### src/rtl/alt_lutk_bank_pkg.sv
// Shared types and sizing helpers for the alt_lutk_bank LUT bank.
package alt_lutk_bank_pkg;

  // Address width for a table of n entries; never narrower than one bit.
  function automatic int addr_w(input int n);
    return (n <= 1) ? 1 : $clog2(n);
  endfunction

  typedef enum logic [1:0] {
    IDLE  = 2'd0,
    ARMED = 2'd1,
    SWAP  = 2'd2
  } cfg_state_e;

  // Default geometry used by the interface and top when not overridden.
  localparam int NUM_CH_DEF = 4;
  localparam int K_DEF      = 6;
  localparam int CFG_W_DEF  = 16;
  localparam int MASK_W     = 1 << K_DEF;
  localparam int WPC        = MASK_W / CFG_W_DEF;
  localparam int CH_AW      = addr_w(NUM_CH_DEF);
  localparam int WD_AW      = addr_w(WPC);

endpackage

### src/rtl/alt_lutk_bank_if.sv
// Lookup and configuration bus of the LUT bank.
interface alt_lutk_bank_if
  import alt_lutk_bank_pkg::*;
#(
  parameter int NUM_CH = NUM_CH_DEF,
  parameter int K      = K_DEF,
  parameter int CFG_W  = CFG_W_DEF
);
  localparam int CAW = addr_w(NUM_CH);
  localparam int WAW = addr_w((1 << K) / CFG_W);

  logic                  in_valid;
  logic [NUM_CH*K-1:0]   din;
  logic                  out_valid;
  logic [NUM_CH-1:0]     dout;
  logic                  cfg_wr;
  logic [CAW-1:0]        cfg_ch;
  logic [WAW-1:0]        cfg_word;
  logic [CFG_W-1:0]      cfg_data;
  logic                  cfg_commit;
  logic                  cfg_busy;
  logic                  cfg_ack;
  logic                  cfg_err;

  modport master (
    output in_valid, din, cfg_wr, cfg_ch, cfg_word, cfg_data, cfg_commit,
    input  out_valid, dout, cfg_busy, cfg_ack, cfg_err
  );

  modport slave (
    input  in_valid, din, cfg_wr, cfg_ch, cfg_word, cfg_data, cfg_commit,
    output out_valid, dout, cfg_busy, cfg_ack, cfg_err
  );

endinterface

### src/rtl/alt_lutk_bank_cell.sv
// One LUT channel: double-buffered mask (shadow written word by word,
// copied to active on swap) and the K-bit index mux on the active mask.
module alt_lutk_cell #(
  parameter int K     = 6,
  parameter int CFG_W = 16,
  parameter int WAW   = 2,
  parameter logic [(1<<K)-1:0] INIT_MASK = '0
) (
  input  logic             clk,
  input  logic             rst_n,
  input  logic             wr_i,
  input  logic [WAW-1:0]   word_i,
  input  logic [CFG_W-1:0] data_i,
  input  logic             swap_i,
  input  logic [K-1:0]     idx_i,
  output logic             bit_o
);
  localparam int MW = 1 << K;

  logic [MW-1:0] active_q, active_d;
  logic [MW-1:0] shadow_q, shadow_d;

  // Next-state: one CFG_W slice of the shadow per write, whole-mask copy on swap.
  always_comb begin
    shadow_d = shadow_q;
    active_d = active_q;
    if (wr_i) begin
      shadow_d[int'(word_i)*CFG_W +: CFG_W] = data_i;
    end
    if (swap_i) begin
      active_d = shadow_q;
    end
  end

  // Mask registers; both buffers restart from the reset mask.
  always_ff @(posedge clk or negedge rst_n) begin
    if (!rst_n) begin
      active_q <= INIT_MASK;
      shadow_q <= INIT_MASK;
    end else begin
      active_q <= active_d;
      shadow_q <= shadow_d;
    end
  end

  assign bit_o = active_q[idx_i];

endmodule

### src/rtl/alt_lutk_bank.sv
// Bank of NUM_CH K-input LUTs with runtime-reprogrammable masks, a LAT-deep
// valid/data pipeline and an atomic shadow->active commit sequencer.
module alt_lutk_bank
  import alt_lutk_bank_pkg::*;
#(
  parameter int NUM_CH = NUM_CH_DEF,
  parameter int K      = K_DEF,
  parameter int CFG_W  = CFG_W_DEF,
  parameter int LAT    = 2,
  parameter logic [(1<<K)-1:0] INIT_MASK = 64'h8000_0000_0000_0000,
  parameter bit SAFE_COMMIT = 1'b0
) (
  input logic            clk,
  input logic            rst_n,
  alt_lutk_bank_if.slave bus
);
  localparam int MW   = 1 << K;
  localparam int NWPC = MW / CFG_W;
  localparam int WAW  = addr_w(NWPC);

  if (K < 1 || K > 8) begin : g_bad_k
    $error("alt_lutk_bank: K must be in 1..8");
  end
  if (LAT < 1 || LAT > 4) begin : g_bad_lat
    $error("alt_lutk_bank: LAT must be in 1..4");
  end
  if ((MW % CFG_W) != 0) begin : g_bad_cfgw
    $error("alt_lutk_bank: CFG_W must divide 2^K");
  end

  cfg_state_e state_q, state_d;
  logic busy, ch_ok, wd_ok, wr_en, swap;
  logic ack_q, err_q, err_d;
  logic [NUM_CH-1:0] lut_bits;
  logic              vld_q [LAT];
  logic [NUM_CH-1:0] dat_q [LAT];

  assign busy  = (state_q != IDLE);
  assign ch_ok = (int'(bus.cfg_ch) < NUM_CH);
  assign wd_ok = (int'(bus.cfg_word) < NWPC);
  assign wr_en = bus.cfg_wr && !busy && ch_ok && wd_ok;

  // Any config request while a commit is in flight, or a write to a
  // nonexistent channel/word, latches the error flag until reset.
  assign err_d = err_q
               | (busy && (bus.cfg_wr || bus.cfg_commit))
               | (bus.cfg_wr && !busy && !(ch_ok && wd_ok));

  // Commit sequencer next-state; the swap strobe is asserted for the SWAP cycle.
  always_comb begin
    state_d = state_q;
    swap    = 1'b0;
    unique case (state_q)
      IDLE:    if (bus.cfg_commit) state_d = ARMED;
      ARMED:   if (!SAFE_COMMIT || !bus.in_valid) state_d = SWAP;
      SWAP: begin
        swap    = 1'b1;
        state_d = IDLE;
      end
      default: state_d = IDLE;
    endcase
  end

  // Control state: sequencer, commit acknowledge and sticky error.
  always_ff @(posedge clk or negedge rst_n) begin
    if (!rst_n) begin
      state_q <= IDLE;
      ack_q   <= 1'b0;
      err_q   <= 1'b0;
    end else begin
      state_q <= state_d;
      ack_q   <= swap;
      err_q   <= err_d;
    end
  end

  for (genvar c = 0; c < NUM_CH; c++) begin : g_ch
    alt_lutk_cell #(
      .K        (K),
      .CFG_W    (CFG_W),
      .WAW      (WAW),
      .INIT_MASK(INIT_MASK)
    ) u_cell (
      .clk   (clk),
      .rst_n (rst_n),
      .wr_i  (wr_en && (int'(bus.cfg_ch) == c)),
      .word_i(bus.cfg_word),
      .data_i(bus.cfg_data),
      .swap_i(swap),
      .idx_i (bus.din[c*K +: K]),
      .bit_o (lut_bits[c])
    );
  end

  // Stage 1: capture looked-up bits; data only moves with a valid lookup.
  always_ff @(posedge clk or negedge rst_n) begin
    if (!rst_n) begin
      vld_q[0] <= 1'b0;
      dat_q[0] <= '0;
    end else begin
      vld_q[0] <= bus.in_valid;
      if (bus.in_valid) dat_q[0] <= lut_bits;
    end
  end

  for (genvar s = 1; s < LAT; s++) begin : g_dly
    // Stages 2..LAT: pure delay, bubbles leave the held data untouched.
    always_ff @(posedge clk or negedge rst_n) begin
      if (!rst_n) begin
        vld_q[s] <= 1'b0;
        dat_q[s] <= '0;
      end else begin
        vld_q[s] <= vld_q[s-1];
        if (vld_q[s-1]) dat_q[s] <= dat_q[s-1];
      end
    end
  end

  assign bus.out_valid = vld_q[LAT-1];
  assign bus.dout      = dat_q[LAT-1];
  assign bus.cfg_busy  = busy;
  assign bus.cfg_ack   = ack_q;
  assign bus.cfg_err   = err_q;

endmodule

### src/flat_wrapper.sv
// flat-port wrapper written by rule: the top's interface ports become plain ports
module alt_lutk_bank_flat import alt_lutk_bank_pkg::*;
#(
  parameter int NUM_CH = NUM_CH_DEF,
  parameter int K      = K_DEF,
  parameter int CFG_W  = CFG_W_DEF,
  parameter int LAT    = 2,
  parameter logic [(1<<K)-1:0] INIT_MASK = 64'h8000_0000_0000_0000,
  parameter bit SAFE_COMMIT = 1'b0
)
  (clk, rst_n, bus_in_valid, bus_din, bus_cfg_wr, bus_cfg_ch, bus_cfg_word, bus_cfg_data, bus_cfg_commit, bus_out_valid, bus_dout, bus_cfg_busy, bus_cfg_ack, bus_cfg_err);
  alt_lutk_bank_if #(.NUM_CH(NUM_CH), .K(K), .CFG_W(CFG_W)) bus_i ();
  input logic clk;
  input logic rst_n;
  input wire logic [$bits(bus_i.in_valid)-1:0] bus_in_valid;
  input wire logic [$bits(bus_i.din)-1:0] bus_din;
  input wire logic [$bits(bus_i.cfg_wr)-1:0] bus_cfg_wr;
  input wire logic [$bits(bus_i.cfg_ch)-1:0] bus_cfg_ch;
  input wire logic [$bits(bus_i.cfg_word)-1:0] bus_cfg_word;
  input wire logic [$bits(bus_i.cfg_data)-1:0] bus_cfg_data;
  input wire logic [$bits(bus_i.cfg_commit)-1:0] bus_cfg_commit;
  output wire logic [$bits(bus_i.out_valid)-1:0] bus_out_valid;
  output wire logic [$bits(bus_i.dout)-1:0] bus_dout;
  output wire logic [$bits(bus_i.cfg_busy)-1:0] bus_cfg_busy;
  output wire logic [$bits(bus_i.cfg_ack)-1:0] bus_cfg_ack;
  output wire logic [$bits(bus_i.cfg_err)-1:0] bus_cfg_err;
  assign bus_i.in_valid = bus_in_valid;
  assign bus_i.din = bus_din;
  assign bus_i.cfg_wr = bus_cfg_wr;
  assign bus_i.cfg_ch = bus_cfg_ch;
  assign bus_i.cfg_word = bus_cfg_word;
  assign bus_i.cfg_data = bus_cfg_data;
  assign bus_i.cfg_commit = bus_cfg_commit;
  assign bus_out_valid = bus_i.out_valid;
  assign bus_dout = bus_i.dout;
  assign bus_cfg_busy = bus_i.cfg_busy;
  assign bus_cfg_ack = bus_i.cfg_ack;
  assign bus_cfg_err = bus_i.cfg_err;
  alt_lutk_bank #(.NUM_CH(NUM_CH), .K(K), .CFG_W(CFG_W), .LAT(LAT), .INIT_MASK(INIT_MASK), .SAFE_COMMIT(SAFE_COMMIT)) u_core (.clk(clk), .rst_n(rst_n), .bus(bus_i));
endmodule
### config.mk
export PLATFORM = sky130hd
export DESIGN_NAME = alt_lutk_bank_flat
export DESIGN_NICKNAME = d
export VERILOG_FILES = /design/src/rtl/alt_lutk_bank_pkg.sv /design/src/rtl/alt_lutk_bank_if.sv /design/src/rtl/alt_lutk_bank_cell.sv /design/src/rtl/alt_lutk_bank.sv /design/src/flat_wrapper.sv
export SDC_FILE = /design/constraint.sdc
export NUM_CORES = 1
export LEC_CHECK = 0
export CORE_ASPECT_RATIO = 0.75
export CORE_UTILIZATION = 56
export CTS_BUF_LIST = sky130_fd_sc_hd__clkbuf_4 sky130_fd_sc_hd__clkbuf_8 sky130_fd_sc_hd__clkbuf_16
export DETAILED_ROUTE_END_ITERATION = 8
export MAX_ROUTING_LAYER = met4
export PLACE_DENSITY = 0.74
export SLEW_MARGIN = 20
export SYNTH_ARGS = -nofsm -noshare
export SYNTH_HDL_FRONTEND = slang
export SYNTH_SLANG_ARGS = --single-unit
### constraint.sdc
create_clock -name clk -period 1.66 [get_ports clk]
set_input_delay 0.415 -clock clk [delete_from_list [all_inputs] [get_ports clk]]
set_output_delay 0.415 -clock clk [all_outputs]
set_load 0.03 [all_outputs]
==> results of run 1 <==
[critical path, stage by stage, from the launching register on]
cell	delay (ps)
dfrtp_1	390
or3b_4	470
nor3b_4	190
buf_6	170
buf_12	110
nand2_8	90
buf_12	210
nand2_4	70
o21ai_2	60
[synthesized netlist by cell type (all sizes together) (5+ instances only)]
cell,instances,area (sq um)
buf,68,392
nand2,350,1310
clkbuf,41,154
ha,5,62.6
a311oi,8,70.1
nor2b,13,81.3
dfrtp,518,13000
a31oi,8,50.1
mux2i,80,801
a22oi,16,120
o21ai,256,1280
mux4,36,811
nand3,20,100
dfstp,8,210
inv,8,30.0
mux2,260,2930
nor2,12,45.0
[power breakdown]
group	internal (mW)	total [mW]	switching, mW
clock network	6.48	11.3	4.83
registers	14.0	14.7	0.769
logic	2.13	4.21	2.08
total	22.6	30.3	7.68
[per-layer routing]
metal / routed length, microns / vias up
li1: - / 6524
met1: 27800 / 7968
met2: 28300 / 762
met3: 6490 / 114
met4: 1600 / 0
met5: 0 / -
[cell families (layout without fill, tap and decap cells)]
logic type               after synthesis  after routing  share of synthesized area [%]
flip-flops                           526            526                           60.8
AND/OR/NAND/NOR                      411            412                           7.78
multiplexers                         376            376                           21.0
AO/OA/AOI/OAI                        301            301                           7.48
buffers and inverters                117            372                           2.66
adder cells (fa/ha/maj)                5              5                          0.289
other                                  0              1                              0
[through the flow]
stage | utilization (%) | instances
finish | 73.5 | 2497
global route | 73.5 | 2497
CTS | 70.8 | 2465
detailed placement | 64.3 | 2349
global placement | 64.3 | 2349
floorplan | - | 1736
[cell type report]
| type | count | area [sq um] |
|---|---|---|
| Multi-Input combinational cell | 1094 | 8730 |
| Inverter | 8 | 33.8 |
| Clock buffer | 77 | 1530 |
| Clock inverter | 12 | 95.1 |
| Antenna cell | 1 | 2.50 |
| Fill cell | 2339 | 9960 |
| Timing Repair Buffer | 275 | 3400 |
| Sequential cell | 526 | 13200 |
| Tap cell | 504 | 631 |
[state kept, by name, summed over array words and instances, names as in the netlist]
register and cells:
u_core.bus.cfg_err 1, u_core.bus.cfg_ack 1, u_core.vld_q 1, u_core.g_ch.u_cell.shadow_q 256
u_core.bus.out_valid 1, u_core.dat_q 4, u_core.state_q 2, u_core.g_ch.u_cell.active_q 256
u_core.bus.dout 4
[path summary, 6_finish.rpt]
check | startpoint | to | slack (ps) | depth (start not counted)
min reg2reg | u_core.g_ch[1].u_cell.shadow_q[63] | u_core.g_ch[1].u_cell.shadow_q[63] | 460 | 2
min in group clk | bus_din[15] | u_core.dat_q[6] | 450 | 2
max in group asynchronous | rst_n | u_core.g_ch[1].u_cell.shadow_q[63] | 600 | 4
max reg2reg | u_core.state_q[0] | u_core.g_ch[1].u_cell.shadow_q[22] | -230 | 8
max | u_core.state_q[0] | u_core.g_ch[1].u_cell.shadow_q[22] | -230 | 8
min | rst_n | u_core.g_ch[2].u_cell.active_q[30] | 290 | 2
[what timing repair did]
item / in CTS / in global routing
gates resized for setup: 223 / 160
setup buffers: 13 / 13
hold buffers: 1 / 0
pin swaps: 27 / 32
cloned: 13 / 18
setup endpoints to repair: 268 / 282
endpoints found under the hold margin: 115 / 0
==> flow_metrics.tcl, run 1 <==
set metrics [dict create \
    outcome "finished, violations left" \
    violations "negative setup slack" \
    endpoint_kind "flip-flop" \
    clkTransAtPathRegs_ps 70 \
    viasPerCell 6.15 \
    fin_hold_ws_ps 292 \
    overflow 0 \
    drcViolationCount 0 \
    die_x_microns 229 \
    yosysUniqueCellTypes 37 \
    drive_above_1_share_pct 39.1 \
    syn_to_final_growth_pct 27.4 \
    grt-busiest-layer "met1" \
    dieArea_sq_um 39500 \
    dpl_cell_area_sq_um 24100 \
    skew_ps 13.4 \
    hold_viol 0 \
    crit_arrival_ps 2340 \
    numCtsBuffers 48 \
    async_flop_share_pct 100 \
    use_met1_pct 48.8 \
    gr-usage-all-layers_pct 32.8 \
    setup_ws_ps -234 \
    clock_tree.root_cell "clkbuf_16" \
    grt_pass1_wl_mm 93.7 \
    fmax_mhz 528 \
    postSynthCellCount 1736 \
    fp.dieH_microns 172 \
    drt_iter0_drc 1710 \
    grtUsageMet3_pct 7.31 \
    peakVddDrop_mv 0.930 \
    start_util_pct 57.7 \
    layout_commonest_cell "dfrtp_1" \
    port_buffers 56 \
    synth_area_per_cell_sq_um 12.5 \
    slew_headroom_pct 59.0 \
    ys_seq_elements 526 \
    gp_congestion 1.04 \
    worstPathRequired_ps 2100 \
    syn_nets 1790 \
    cp_max_fo 8 \
    final_cell_mix "dfrtp_1 (518), nand2_1 (263), mux2_2 (259)" \
    power_density_nw_per_um2 1100 \
    yosysSeqAreaShare_pct 60.8 \
    nets 2007 \
    grtUsageMet2_pct 46.5 \
    dp_slack_ps -1020 \
    drt_pre_antenna_iters 7 \
    ys.flop_type "dfrtp_1" \
    power_mw 30.3 \
    core_area_sq_um 37600 \
    cts_max_path_buffers 3 \
    antenna_found_initial 1 \
    cp-start-kind "flip-flop" \
    cts.sink_count 526 \
    drv_slew 0 \
    hold_path.class "in -> async" \
    rows 61 \
    clk_latency_ps 570 \
    pin_count 57 \
    rsz0062_at_grt "true" \
    p_leak_nw 12.9 \
    routed_wl_mm 64.2 \
    synth_area_sq_um 21700 \
    worstMarginPinSlew_ps 615 \
    ant_nets 0 \
    wl_per_cell_microns 25.7 \
    grt_pass1_vias 15300 \
    grt_max_degree 68 \
    ys_warn_count 0 \
    period_share_pct 114 \
    maxCapViolCount 0 \
    setup_viol 440 \
    fin_setup_tns_ps -39020 \
    period_needed_ps 1890 \
    cts_tree "built" \
    crit_type "reg -> reg" \
    design_area_sq_um 27600 \
    via_count 15400 \
    synth-edff-count 0 \
    cts_max_level 2 \
    hpwl_mm 41.1 \
]
(Power assumes the default switching activity.)
==> run 2, diff against run 1 <==
--- a/config.mk
+++ b/config.mk
@@ -14,4 +14,5 @@
 export SLEW_MARGIN = 20
 export SYNTH_ARGS = -nofsm -noshare
 export SYNTH_HDL_FRONTEND = slang
+export SYNTH_HIERARCHICAL = 1
 export SYNTH_SLANG_ARGS = --single-unit
==> run 2 against run 1 <==
Compared with the run above: the run still ends with negative setup slack left; total power shrank 0.24%; sequential share of layout area decreased by 0.54 points; critical path depth fell by 1; sequential cell count unchanged; synthesized cell count shrank 21%; critical endpoint is now u_core/dat_q[4]; largest power group unchanged; highest routed layer unchanged.
==> flow_metrics.tcl, run 2 <==
set metrics [dict create \
    outcome "finished, violations left" \
    violations "negative setup slack" \
    peakVddDrop_mv 0.723 \
    via_count 13800 \
    period_needed_ps 2140 \
    core_area_sq_um 38200 \
    crit_arrival_ps 2600 \
    syn_nets 1439 \
    critPathMaxStageDelay_ps 510 \
    yosysUniqueCellTypes 52 \
    crit_chain "clkdlybuf4s50_1 -> buf_12 -> mux4_2 -> a21boi_0 -> nand4_1 -> a32o_1 -> mux2_4" \
    grt_pass1_wl_mm 86.5 \
    cp_max_fo 10 \
    cp-start-kind "input port" \
    crit_start "bus_din[0]" \
    synth-edff-count 0 \
    crit_slowest_cell "mux4_2" \
    gr-usage-all-layers_pct 29.7 \
    dieArea_sq_um 39500 \
    worstPathRequired_ps 2120 \
    fmax_mhz 467 \
    pin_count 57 \
    drt_pre_antenna_iters 5 \
    postSynthCellCount 1370 \
    netlist.area_leader.share_pct 59.8 \
    power_density_nw_per_um2 1080 \
    grt_pass1_vias 14300 \
    hold_viol 0 \
    synth.area.top_cells "dfrtp_1 (60%), mux2_2 (13%), a22o_1 (10%), mux4_1 (3.9%), mux4_2 (3.5%)" \
    ys.flop_type "dfrtp_1" \
    cp.depth 7 \
    port_buffers 56 \
    post-synth-top-count-cell "dfrtp_1" \
    async_flop_share_pct 100 \
    die_x_microns 229 \
    nets 1692 \
    cpLargestDelayFamily "multiplexers" \
    endpoint_kind "flip-flop" \
    drv_slew 0 \
    ys_warn_count 6 \
    drive_above_1_share_pct 42.7 \
    cp_num_buf_inv 2 \
    viasPerCell 6.34 \
    cts_tree "built" \
    antennaDiodeCount 0 \
    ant_nets 0 \
    synth_area_sq_um 21700 \
    p_leak_nw 13.4 \
    setup_viol 317 \
    crit_type "in -> reg" \
    numCtsBuffers 49 \
    hold_path.class "in -> async" \
    endpoint "u_core/dat_q[4]" \
    clkTransAtPathRegs_ps 60 \
    maxCapViolCount 0 \
    rsz0062_at_grt "true" \
    routed_wl_mm 58.0 \
    ys_seq_elements 526 \
    slew_headroom_pct 73.8 \
    design_area_sq_um 27900 \
    gp_congestion 0.819 \
    period_share_pct 129 \
    syn_to_final_growth_pct 28.7 \
    final_core_util_pct 73.0 \
    worstMarginPinSlew_ps 393 \
    cts_max_level 2 \
    crit-reg2reg-launch "u_core/g_ch[2].u_cell/active_q[23]" \
    cts_max_path_buffers 3 \
    fp.dieH_microns 172 \
    final_cell_mix "dfrtp_1 (518), a22o_1 (256), mux2_2 (188)" \
    layout_commonest_cell "dfrtp_1" \
    overflow 0 \
    setup_ws_ps -483 \
    drt_iter0_drc 1267 \
    clock_tree.root_cell "clkbuf_16" \
    clk_latency_ps 580 \
    synth_area_per_cell_sq_um 15.8 \
    reg2reg_slack_ps -470 \
    yosysSeqAreaShare_pct 60.8 \
    start_util_pct 56.7 \
    yosys.area.top_type "dfrtp_1" \
    netlist_top_cells_count "dfrtp_1 (518), mux2_2 (258), a22o_1 (256)" \
    rows 62 \
    hpwl_mm 32.6 \
    dpl_cell_area_sq_um 24900 \
    cts.sink_count 526 \
    drcViolationCount 0 \
    antenna_found_initial 0 \
    grt_max_degree 68 \
    top_regs "u_core/g_ch.u_cell/active_q (256), u_core/g_ch.u_cell/shadow_q (256)" \
    reg2reg_depth 5 \
    wl_per_cell_microns 26.7 \
    skew_ps 25.3 \
    r2r-end "u_core/dat_q[6]" \
]
==> run 2: cell types whose count changed in the layout (fill, tap and decap cells not counted), sizes merged, moves of 9 or more <==
cell   previous run  this run
ha                5        20
mux2i            80         4
a22oi            16         6
o21ai           256         1
mux4             36        66
buf             210       224
nor4              0         9
a22o              0       256
nand2           351        24
==> run 2: logic make-up after synthesis <==
family / after synthesis / share of synthesized area [%]
flip-flops: 526 / 60.8
multiplexers: 336 / 21.4
buffers and inverters: 96 / 2.09
AO/OA/AOI/OAI: 282 / 11.3
AND/OR/NAND/NOR: 110 / 3.31
adder cells (fa/ha/maj): 20 / 1.15
==> run 2: worst register-to-register path, cell delays in order, from the launching register on <==
cell and delay [ps]:
dfrtp_1 380, mux4_2 480, mux4_2 500, or2_0 210, a32o_1 200, mux2_4 250
==> run 2: power by group <==
group / internal, mW / switching [mW]
Clock: 6.40 / 4.84
Combinational: 2.47 / 1.92
Sequential: 13.9 / 0.653
Total: 22.8 / 7.42
==> run 2: area by class of cell <==
type	instances	area (sq um)
flip-flops and latches	526	13200
fillers	2326	10300
multi-input cells	748	8740
repair buffers	287	3670
clock buffers	73	1490
well taps	512	641
clock inverters	17	125
inverters	11	58.8
==> run 2: timing repair <==
item | in CTS | in global routing
gates cloned | 8 | 18
hold buffers | 1 | 0
resized for setup | 81 | 112
setup buffers | 17 | 16
hold endpoints to repair | 49 | 0
setup endpoints to repair | 246 | 433
pin swaps | 31 | 32
==> run 2: worst min-delay path by stage <==
stage          slack, ps                            endpoint
2_1_floorplan        120                  u_core/bus.cfg_ack
6_report             310   u_core/g_ch[0].u_cell/shadow_q[0]
4_1_cts              300  u_core/g_ch[0].u_cell/shadow_q[10]
5_1_grt              320   u_core/g_ch[0].u_cell/shadow_q[0]
3_3_place_gp         300  u_core/g_ch[0].u_cell/shadow_q[10]
3_5_place_dp         300  u_core/g_ch[0].u_cell/shadow_q[10]
==> run 2: per-stage QoR <==
step	power [mW]	instances	setup WS (ps)	hold WS, ps	TNS (ps)
2_1_floorplan	16.7	1370	-565	119	-14750
3_3_place_gp	18.3	2027	-1250	299	-144430
3_5_place_dp	18.4	2027	-1300	301	-152670
4_1_cts	29.8	2143	-468	296	-24370
5_1_grt	31.2	2174	-522	317	-59150
6_report	30.2	2174	-483	310	-35460
==> run 2: metal layers <==
metal | part of all wire, % | vias to the layer above | global-route usage, %
met5 | 0 | - | -
li1 | - | 5784 | -
met4 | 3.1 | 0 | 6.96
met2 | 46 | 535 | 45.8
met3 | 7.6 | 118 | 4.40
met1 | 43 | 7357 | 42.2
